<file path="src/rtl/cla_pipe_adder_pkg.sv">
// Shared constants and the group-carry lookahead helper for the pipelined CLA adder.
package cla_pipe_adder_pkg;

  localparam logic MODE_ADD = 1'b0;
  localparam logic MODE_SUB = 1'b1;
  localparam int unsigned CLA_GRP = 4;
  localparam int unsigned MaxGroups = 16;

  // Carry into group j in sum-of-products form: the all-propagate term plus one generate
  // term per lower group. No carry passes through intermediate group carries.
  function automatic logic group_carry(input logic [MaxGroups-1:0] p,
                                       input logic [MaxGroups-1:0] g,
                                       input logic                 cin,
                                       input int unsigned          j);
    logic c;
    logic t;
    c = cin;
    for (int unsigned i = 0; i < j; i++) begin
      c = c & p[i];
    end
    for (int unsigned i = 0; i < j; i++) begin
      t = g[i];
      for (int unsigned m = i + 1; m < j; m++) begin
        t = t & p[m];
      end
      c = c | t;
    end
    return c;
  endfunction

endpackage

</file>
<file path="src/rtl/cla_group4.sv">
// Combinational 4-bit carry-lookahead group with group propagate/generate outputs.
module cla_group4 (
  input  logic [3:0] a,
  input  logic [3:0] b,
  input  logic       cin,
  output logic [3:0] sum,
  output logic       grp_p,
  output logic       grp_g,
  output logic       cout
);

  logic [3:0] p;
  logic [3:0] g;
  logic [3:0] c;

  assign p = a ^ b;
  assign g = a & b;

  assign c[0] = cin;
  assign c[1] = g[0] | (p[0] & cin);
  assign c[2] = g[1] | (p[1] & g[0]) | (p[1] & p[0] & cin);
  assign c[3] = g[2] | (p[2] & g[1]) | (p[2] & p[1] & g[0]) | (p[2] & p[1] & p[0] & cin);

  assign grp_p = &p;
  assign grp_g = g[3] | (p[3] & g[2]) | (p[3] & p[2] & g[1]) | (p[3] & p[2] & p[1] & g[0]);
  assign cout  = grp_g | (grp_p & cin);

  assign sum = p ^ c;

endmodule

</file>
<file path="src/rtl/cla_pipe_adder.sv">
// Pipelined add/subtract unit: one SLICE-bit carry-lookahead stage per pipeline register,
// valid/ready on both sides with a single global advance enable.
module cla_pipe_adder
  import cla_pipe_adder_pkg::*;
#(
  parameter int unsigned WIDTH = 32,
  parameter int unsigned SLICE = 8
) (
  input  logic             clk,
  input  logic             rst_n,
  input  logic             in_valid,
  output logic             in_ready,
  input  logic [WIDTH-1:0] in_a,
  input  logic [WIDTH-1:0] in_b,
  input  logic             in_cin,
  input  logic             in_mode,
  output logic             out_valid,
  input  logic             out_ready,
  output logic [WIDTH-1:0] out_sum,
  output logic             out_cout,
  output logic             out_ovf,
  output logic             out_zero
);

  localparam int unsigned NumStages = WIDTH / SLICE;
  localparam int unsigned NumGroups = SLICE / CLA_GRP;

  // Per-stage state: full operand words travel along so every stage sees its own slice,
  // and the sum word accumulates completed lower slices.
  logic [WIDTH-1:0] a_q     [NumStages];
  logic [WIDTH-1:0] b_q     [NumStages];
  logic [WIDTH-1:0] sum_q   [NumStages];
  logic             c_q     [NumStages];
  logic             valid_q [NumStages];
  logic             ovf_q;
  logic             zero_q;

  logic             adv;
  logic [WIDTH-1:0] b_eff;
  logic             cin_eff;

  assign out_valid = valid_q[NumStages-1];
  assign adv       = !out_valid || out_ready;
  assign in_ready  = adv;

  // Mode is fully resolved here: later stages only ever add.
  assign b_eff   = (in_mode == MODE_SUB) ? ~in_b : in_b;
  assign cin_eff = (in_mode == MODE_SUB) ? 1'b1 : in_cin;

  for (genvar k = 0; k < NumStages; k++) begin : g_stage
    localparam int unsigned Lo = k * SLICE;

    logic [WIDTH-1:0]     a_prev;
    logic [WIDTH-1:0]     b_prev;
    logic [WIDTH-1:0]     sum_prev;
    logic [WIDTH-1:0]     sum_nxt;
    logic                 c_prev;
    logic                 v_prev;
    logic [SLICE-1:0]     sa;
    logic [SLICE-1:0]     sb;
    logic [SLICE-1:0]     ssum;
    logic [NumGroups-1:0] gp;
    logic [NumGroups-1:0] gg;
    logic [NumGroups-1:0] gcin;
    logic                 gco [NumGroups];
    logic                 scout;

    if (k == 0) begin : g_first
      assign a_prev   = in_a;
      assign b_prev   = b_eff;
      assign sum_prev = '0;
      assign c_prev   = cin_eff;
      assign v_prev   = in_valid;
    end else begin : g_next
      assign a_prev   = a_q[k-1];
      assign b_prev   = b_q[k-1];
      assign sum_prev = sum_q[k-1];
      assign c_prev   = c_q[k-1];
      assign v_prev   = valid_q[k-1];
    end

    assign sa = a_prev[Lo +: SLICE];
    assign sb = b_prev[Lo +: SLICE];

    assign gcin[0] = c_prev;
    for (genvar j = 1; j < NumGroups; j++) begin : g_look
      assign gcin[j] = group_carry(MaxGroups'(gp), MaxGroups'(gg), c_prev, j);
    end

    for (genvar j = 0; j < NumGroups; j++) begin : g_grp
      cla_group4 u_grp (
        .a     (sa[j*CLA_GRP +: CLA_GRP]),
        .b     (sb[j*CLA_GRP +: CLA_GRP]),
        .cin   (gcin[j]),
        .sum   (ssum[j*CLA_GRP +: CLA_GRP]),
        .grp_p (gp[j]),
        .grp_g (gg[j]),
        .cout  (gco[j])
      );
    end
    assign scout = gco[NumGroups-1];

    always_comb begin
      sum_nxt = sum_prev;
      sum_nxt[Lo +: SLICE] = ssum;
    end

    always_ff @(posedge clk) begin
      if (!rst_n) begin
        valid_q[k] <= 1'b0;
        a_q[k]     <= '0;
        b_q[k]     <= '0;
        sum_q[k]   <= '0;
        c_q[k]     <= 1'b0;
      end else if (adv) begin
        valid_q[k] <= v_prev;
        a_q[k]     <= a_prev;
        b_q[k]     <= b_prev;
        sum_q[k]   <= sum_nxt;
        c_q[k]     <= scout;
      end
    end

    if (k == NumStages - 1) begin : g_last
      logic cmsb;
      // Carry into the MSB recovered from its sum bit: s = a ^ b ^ c.
      assign cmsb = sa[SLICE-1] ^ sb[SLICE-1] ^ ssum[SLICE-1];

      always_ff @(posedge clk) begin
        if (!rst_n) begin
          ovf_q  <= 1'b0;
          zero_q <= 1'b0;
        end else if (adv) begin
          ovf_q  <= cmsb ^ scout;
          zero_q <= ~|sum_nxt;
        end
      end
    end
  end

  assign out_sum  = sum_q[NumStages-1];
  assign out_cout = c_q[NumStages-1];
  assign out_ovf  = ovf_q;
  assign out_zero = zero_q;

endmodule
</file>
<file path="config.mk">
export PLATFORM = sky130hd
export DESIGN_NAME = cla_pipe_adder
export DESIGN_NICKNAME = d
export VERILOG_FILES = /design/src/rtl/cla_pipe_adder_pkg.sv /design/src/rtl/cla_group4.sv /design/src/rtl/cla_pipe_adder.sv
export SDC_FILE = /design/constraint.sdc
export NUM_CORES = 1
export LEC_CHECK = 0
export CORE_MARGIN = 2
export CORE_UTILIZATION = 50
export DETAILED_ROUTE_END_ITERATION = 16
export PLACE_DENSITY = 0.73
export SLEW_MARGIN = 20
export SYNTH_ARGS = -nofsm -noshare
export SYNTH_HDL_FRONTEND = slang
export SYNTH_SLANG_ARGS = --single-unit
</file>
<file path="constraint.sdc">
create_clock -name clk -period 15.32 [get_ports clk]
set_input_delay 3.064 -clock clk [delete_from_list [all_inputs] [get_ports clk]]
set_output_delay 3.064 -clock clk [all_outputs]
set_load 0.1 [all_outputs]
</file>
# == Yosys cells after proc, flatten, opt, wreduce, memory -nomap -nowiden ==
# Memory sizes are Yosys's and may differ from the RTL's.
# Cells that the tools add are included.
# op_classes
n_mux,26
reduce_logical,12
n_bitwise,248
# ops
operator,n
2-to-1 mux 32 bit,13
AND 1 bit,120
bitwise OR 1 bit,100
bitwise XOR 4 bit,16
AND 4 bit,8
NOT 32 bit,1
AND reduction 4 bit,8
OR reduction 32 bit,1
2-to-1 mux 1 bit,13
bitwise XOR 1 bit,3
logical NOT 1 bit,2
logical OR 1 bit,1
# word_totals
register_bits,2
out_inout_bits,37
inputBits,70
ramBits,392
elab_cells,293
memories,5
# memory_table
memory,depth,word_bits,read_ports,rd_ports_with_merged_regs,wr,line,source
a_q,4,32,3,0,4,cla_pipe_adder.sv:30,logic [WIDTH-1:0] a_q [NumStages];
b_q,4,32,3,0,4,cla_pipe_adder.sv:31,logic [WIDTH-1:0] b_q [NumStages];
sum_q,4,32,4,0,4,cla_pipe_adder.sv:32,logic [WIDTH-1:0] sum_q [NumStages];
c_q,4,1,4,0,4,cla_pipe_adder.sv:33,logic c_q [NumStages];
valid_q,4,1,4,0,4,cla_pipe_adder.sv:34,logic valid_q [NumStages];

# == Logic depth before layout (Yosys ltp) ==
# depth
word_depth,12
ltp_mapped,11
depth_no_buf,10

# == Hierarchy ==
# From an unflattened synthesis, not the netlist that was laid out.
# hier_totals
cells_unflattened,631
hier_area_um2,8734.6
# by_module_without_submodules
module,seq_area_each_um2,cells_each,n_inst,area_per_inst_um2
cla_pipe_adder,5545.3,475,1,7333.3
cla_group4 at g_stage[1].g_grp[1].u_grp ...,0.0,18,5,167.7
cla_group4 at g_stage[1].g_grp[0].u_grp,0.0,22,1,193.9
cla_group4 at g_stage[0].g_grp[1].u_grp,0.0,22,1,186.4
cla_group4 at g_stage[0].g_grp[0].u_grp,0.0,22,1,182.7

# == Least setup slack after synthesis ==
# No wires, ideal clock.
# synth_timing
kind,input to register
from,input rst_n
to,memory a_q[0][10] (enable)
path_buffers,2
arrival_ns,6.451
setup_ns,1.473
slack_ns,7.396
stages,3
t_required_ns,13.847
cell_sequence,clkbuf_1 clkbuf_1 nand2_1
# synth_lines
element,line,source
start: declaration,cla_pipe_adder.sv:10,"input logic rst_n,"
end: declaration,cla_pipe_adder.sv:30,

# == Worst setup path after layout ==
# layout_timing
from,input out_ready
to,output in_ready
# layout_between
elab_chain_len,1
# layout_lines
element,line,source
start: declaration,cla_pipe_adder.sv:18,"input logic out_ready,"
logical OR 1 bit,cla_pipe_adder.sv:43,assign adv = !out_valid || out_ready;
end: declaration,cla_pipe_adder.sv:12,"output logic in_ready,"
# Every way passes these cells.

==> run_results.csv <==
group,metric,value,unit
clock_network,post_cts_buffers,0,
route,drt_pass1_iterations,5,
global_route,antenna_found_initial,0,
clock_network,cts.clk_slew.worst_paths,0.07,ns
critical_path,critical_path.startpoint_type,"input port",
route,wl,14.50,mm
clock_network,tritoncts,"done",
clock_network,cts_root_buffer,"sky130_fd_sc_hd__clkbuf_16",
route,via_count,4878,
synthesis,compound_gate_portion_of_the_synthesized_area,4.266,%
route,antenna_violating_nets_post_route,0,
sta,finalCriticalPeriod,8.300,ns
global_route,first_global_vias,4850,
critical_path,critical-path-top-cell-by-count,"sky130_fd_sc_hd__clkdlybuf4s50_1",
global_route,grt.total_usage,17.27,%
global_route,gr-total-overflow,0,
placed_design,numPortBuffers,106,
synthesis,synth_enable_flop_cells,182,
placed_design,place_hpwl,9.435,mm
critical_path,critical_path.top_delay_family,"buffers and inverters",
pwr,switching_share,25.35,%
synthesis,synthesis.yosys.warnings,0,
pwr,seq_power_share,51.2,%
critical_path,critical_path_peak_fanout,33,
route,avgRoutedWirePerCell,15.59,um
sta,final-setup-viol-count,0,
outcome,status,"completed",
clock_network,clock_tree.htree_level_count,4,
clock_network,cts_sinks,186,
critical_path,timing.critical_path.slowest_cell_delay,1.23,ns
route,detail_route.vias_per_cell,5.245,
die,coreArea,16410,sq um
synthesis,synth.lib_cells_used.distinct,40,
clock_network,number_of_hold_repair_buffers_added_at_the_cts_stage,0,
synthesis,synth_area_per_cell,13.77,sq um
die,rows,47,
pwr,clockPowerShare,36.2,%
sta,slew_headroom,32.35,%
placed_design,globalplace.congestion,0.8135,
final_layout,fillerInstances,1216,
clock_network,clock_insertion_delay_worst_skew,0.44,ns
final_layout,ratio_of_cells_with_drive_above_1_in_the_final_layout,6.629,%
synthesis,synth-seq-cells,186,
final_layout,instances_no_fill,930,
clock_network,cts_buffer_depth,2,
pwr,share_comb_of_total_power,12.7,%
critical_path,wp_buf_inv,3,
sta,final_hold_viol_count,0,
sta,worst-slew-pin-transition,1.011,ns
sta,post-route-period-util,54.18,%
clock_network,number_of_clock_buffers_inserted_by_tritoncts,17,
synthesis,yosysSeqAreaShare,66.58,%
pwr,internal-power,890.1,uW
critical_path,timing.critical_path.required,12.26,ns
sta,final.setup_skew,0.01022,ns
synthesis,combinational_family_with_the_most_area_after_synthesis,"simple AND/OR/NAND/NOR gates",
synthesis,synth_top_cells_by_area,"sky130_fd_sc_hd__edfxtp_1 (66%), sky130_fd_sc_hd__and3_1 (9.6%), sky130_fd_sc_hd__ha_1 (4.8%)",
global_route,grt_start_max_net_pins,103,
die,die_width,133.1,um
final_layout,multi_input_area,2591,sq um
synthesis,synthAdderAreaFrac,6.730,%
route,drcViolationCount,0,
critical_path,timing.critical_path.slowest_stage_cell,"sky130_fd_sc_hd__clkdlybuf4s50_1",
synthesis,synth_simple_gate_area_share,14.53,%
synthesis,syn_nets,715,
clock_network,postCtsResizedCells,0,
synthesis,post_synthesis_instance_area,8329,sq um
critical_path,critPathArrivalTime,5.24,ns
pwr,total_switching_power,302.2,uW
route,drt_iter0_drc,305,
sta,drv_slew,0,
final_layout,synthToLayoutAreaGrowth,21.78,%
sta,layout_setup_ws,7.020,ns
synthesis,post_synth_inst_count,605,
die,fp.dieArea,17710,sq um
worst_hold_path,worstHoldPathType,"flip-flop to flip-flop",
synthesis,post_synth_xor_area_fraction,5.468,%
global_route,grt_first_pass_wirelength,23.85,mm
die,initial_utilization,50.77,%
sta,final.setup.tns,0,ns
placed_design,detailedPlace.worstSlack,7.014,ns
pwr,power_per_cell_area,117.5,nW/um^2
critical_path,cp_cell_sequence,"clkdlybuf4s50_1, nor2b_1, inv_2, clkdlybuf4s50_1",
flow_run,maxCapViolations,0,
die,die_y_extent,133.1,um
critical_path,end_kind,"output pin",
synthesis,post-synth-top-area-fraction,65.62,%
sta,maximum_clock_frequency,120.5,MHz
sta,rsz0062_at_grt,"no",
pwr,p_leak,4.515,nW
critical_path,critical_path_class,"input port to output pin",
synthesis,post_synth_mux_area_share,0,%
synthesis,synth-main-ff-cell,"sky130_fd_sc_hd__edfxtp_1",
synthesis,synth_largest_area_cell,"sky130_fd_sc_hd__edfxtp_1",
synthesis,fraction_of_synthesis_flops_using_an_asynchronous_set_or_reset_pin,0,%
pwr,largest_vdd_supply_drop,0.08997,mV
final_layout,finalNetCount,806,
final_layout,area_of_all_sequential_standard_cells,5545,sq um
pwr,total_power,1.192,mW
die,top_level_pins,107,
placed_design,place.detailed.instances,897,
-- synth_stat cells, drive strengths merged, types with 3 or more instances --
library cell / n
a211o: 4
a211oi: 3
a21o: 8
a21oi: 15
and3: 129
buf: 3
clkbuf: 35
dfxtp: 4
edfxtp: 182
fa: 8
ha: 32
inv: 16
nand2: 14
nor2: 57
nor3: 3
nor4: 5
o21a: 3
o21ai: 8
o21bai: 3
xnor2: 33
xor2: 19
-- through the flow --
stage	hold slack [ns]	cell area, sq um	util [%]
after CTS	0.4754	10140	61.81
final	0.4773	10140	61.82
after floorplan	0.4367	8329	-
after global routing	0.4920	10140	61.81
after detailed placement	0.4653	9553	58.22
after global placement	0.4487	9553	58.22
-- state kept, by name, indices dropped and copies added (netlist names) --
register / count
b_q: 48
out_zero: 1
a_q: 48
c_q: 4
sum_q: 80
valid_q: 4
out_ovf: 1
-- final cells by class --
class / instances / share of cell area [%]
flip-flops and latches: 186 / 54.67
multi-input cells: 365 / 25.55
repair buffers: 110 / 10.66
clock buffers: 17 / 4.194
well taps: 220 / 2.714
clock inverters: 15 / 1.604
inverters: 16 / 0.5921
diodes: 1 / 0.02467
-- cell usage in the layout, fill, tap and decap left out, types with 5 or more instances in the layout --
cell type / Yosys / routed
sky130_fd_sc_hd__a21o_1: 7 / 7
sky130_fd_sc_hd__a21oi_1: 15 / 15
sky130_fd_sc_hd__xnor2_1: 33 / 33
sky130_fd_sc_hd__clkbuf_16: 0 / 17
sky130_fd_sc_hd__nor4_1: 5 / 5
sky130_fd_sc_hd__fa_1: 8 / 8
sky130_fd_sc_hd__nor2_1: 57 / 57
sky130_fd_sc_hd__inv_1: 16 / 15
sky130_fd_sc_hd__xor2_1: 19 / 19
sky130_fd_sc_hd__o21ai_0: 7 / 7
sky130_fd_sc_hd__clkdlybuf4s50_1: 0 / 104
sky130_fd_sc_hd__edfxtp_1: 182 / 182
sky130_fd_sc_hd__and3_1: 128 / 128
sky130_fd_sc_hd__nand2_1: 14 / 12
sky130_fd_sc_hd__ha_1: 32 / 32
-- worst reg2reg max path: stages, from the launching register on --
cell,delay [ns]
sky130_fd_sc_hd__edfxtp_1,0.40
sky130_fd_sc_hd__ha_1,0.32
sky130_fd_sc_hd__a211oi_2,0.27
sky130_fd_sc_hd__o21bai_2,0.15
sky130_fd_sc_hd__a21o_2,0.24
sky130_fd_sc_hd__fa_1,0.48
sky130_fd_sc_hd__nor4b_1,0.28
sky130_fd_sc_hd__nand4_1,0.12
sky130_fd_sc_hd__nor4_1,0.39
sky130_fd_sc_hd__nand4_1,0.18
sky130_fd_sc_hd__o21ai_1,0.14
-- path summary, 6_finish.rpt --
check	start	to	slack (ns)	cells past startpoint
min	valid_q[1][0]	valid_q[1][0]	0.48	2
max reg2reg	b_q[1][24]	out_zero	12.28	10
max	out_ready	in_ready	7.02	4
min reg2reg	valid_q[1][0]	valid_q[1][0]	0.48	2
-- kinds of logic (layout without fill, tap and decap cells) --
logic type,count (synthesis),count (layout)
fa+ha+maj,40,40
simple gates,221,221
xor+xnor,52,52
buf+inv,54,158
compound gates,52,52
other cells,0,1
flops,186,186
-- power by group through the flow --
| stage | combinational (mW) | clock (mW) | sequential (mW) |
|---|---|---|---|
| 2_1_floorplan | 0.0695 | 0 | 0.654 |
| 3_3_place_gp | 0.148 | 0 | 0.620 |
| 3_5_place_dp | 0.151 | 0 | 0.621 |
| 4_1_cts | 0.152 | 0.438 | 0.610 |
| 5_1_grt | 0.164 | 0.458 | 0.613 |
| 6_report | 0.151 | 0.431 | 0.610 |
-- routing by layer --
metal | GRT usage [%] | wire length [um] | vias up
met3 | 3.640 | 571 | 18
met2 | 28.47 | 7252 | 119
met5 | 0 | 0 | -
met4 | 7.168 | 226 | 0
met1 | 22.39 | 6449 | 2332
li1 | - | - | 2409
Note: power is estimated with default switching activity, not from simulation.
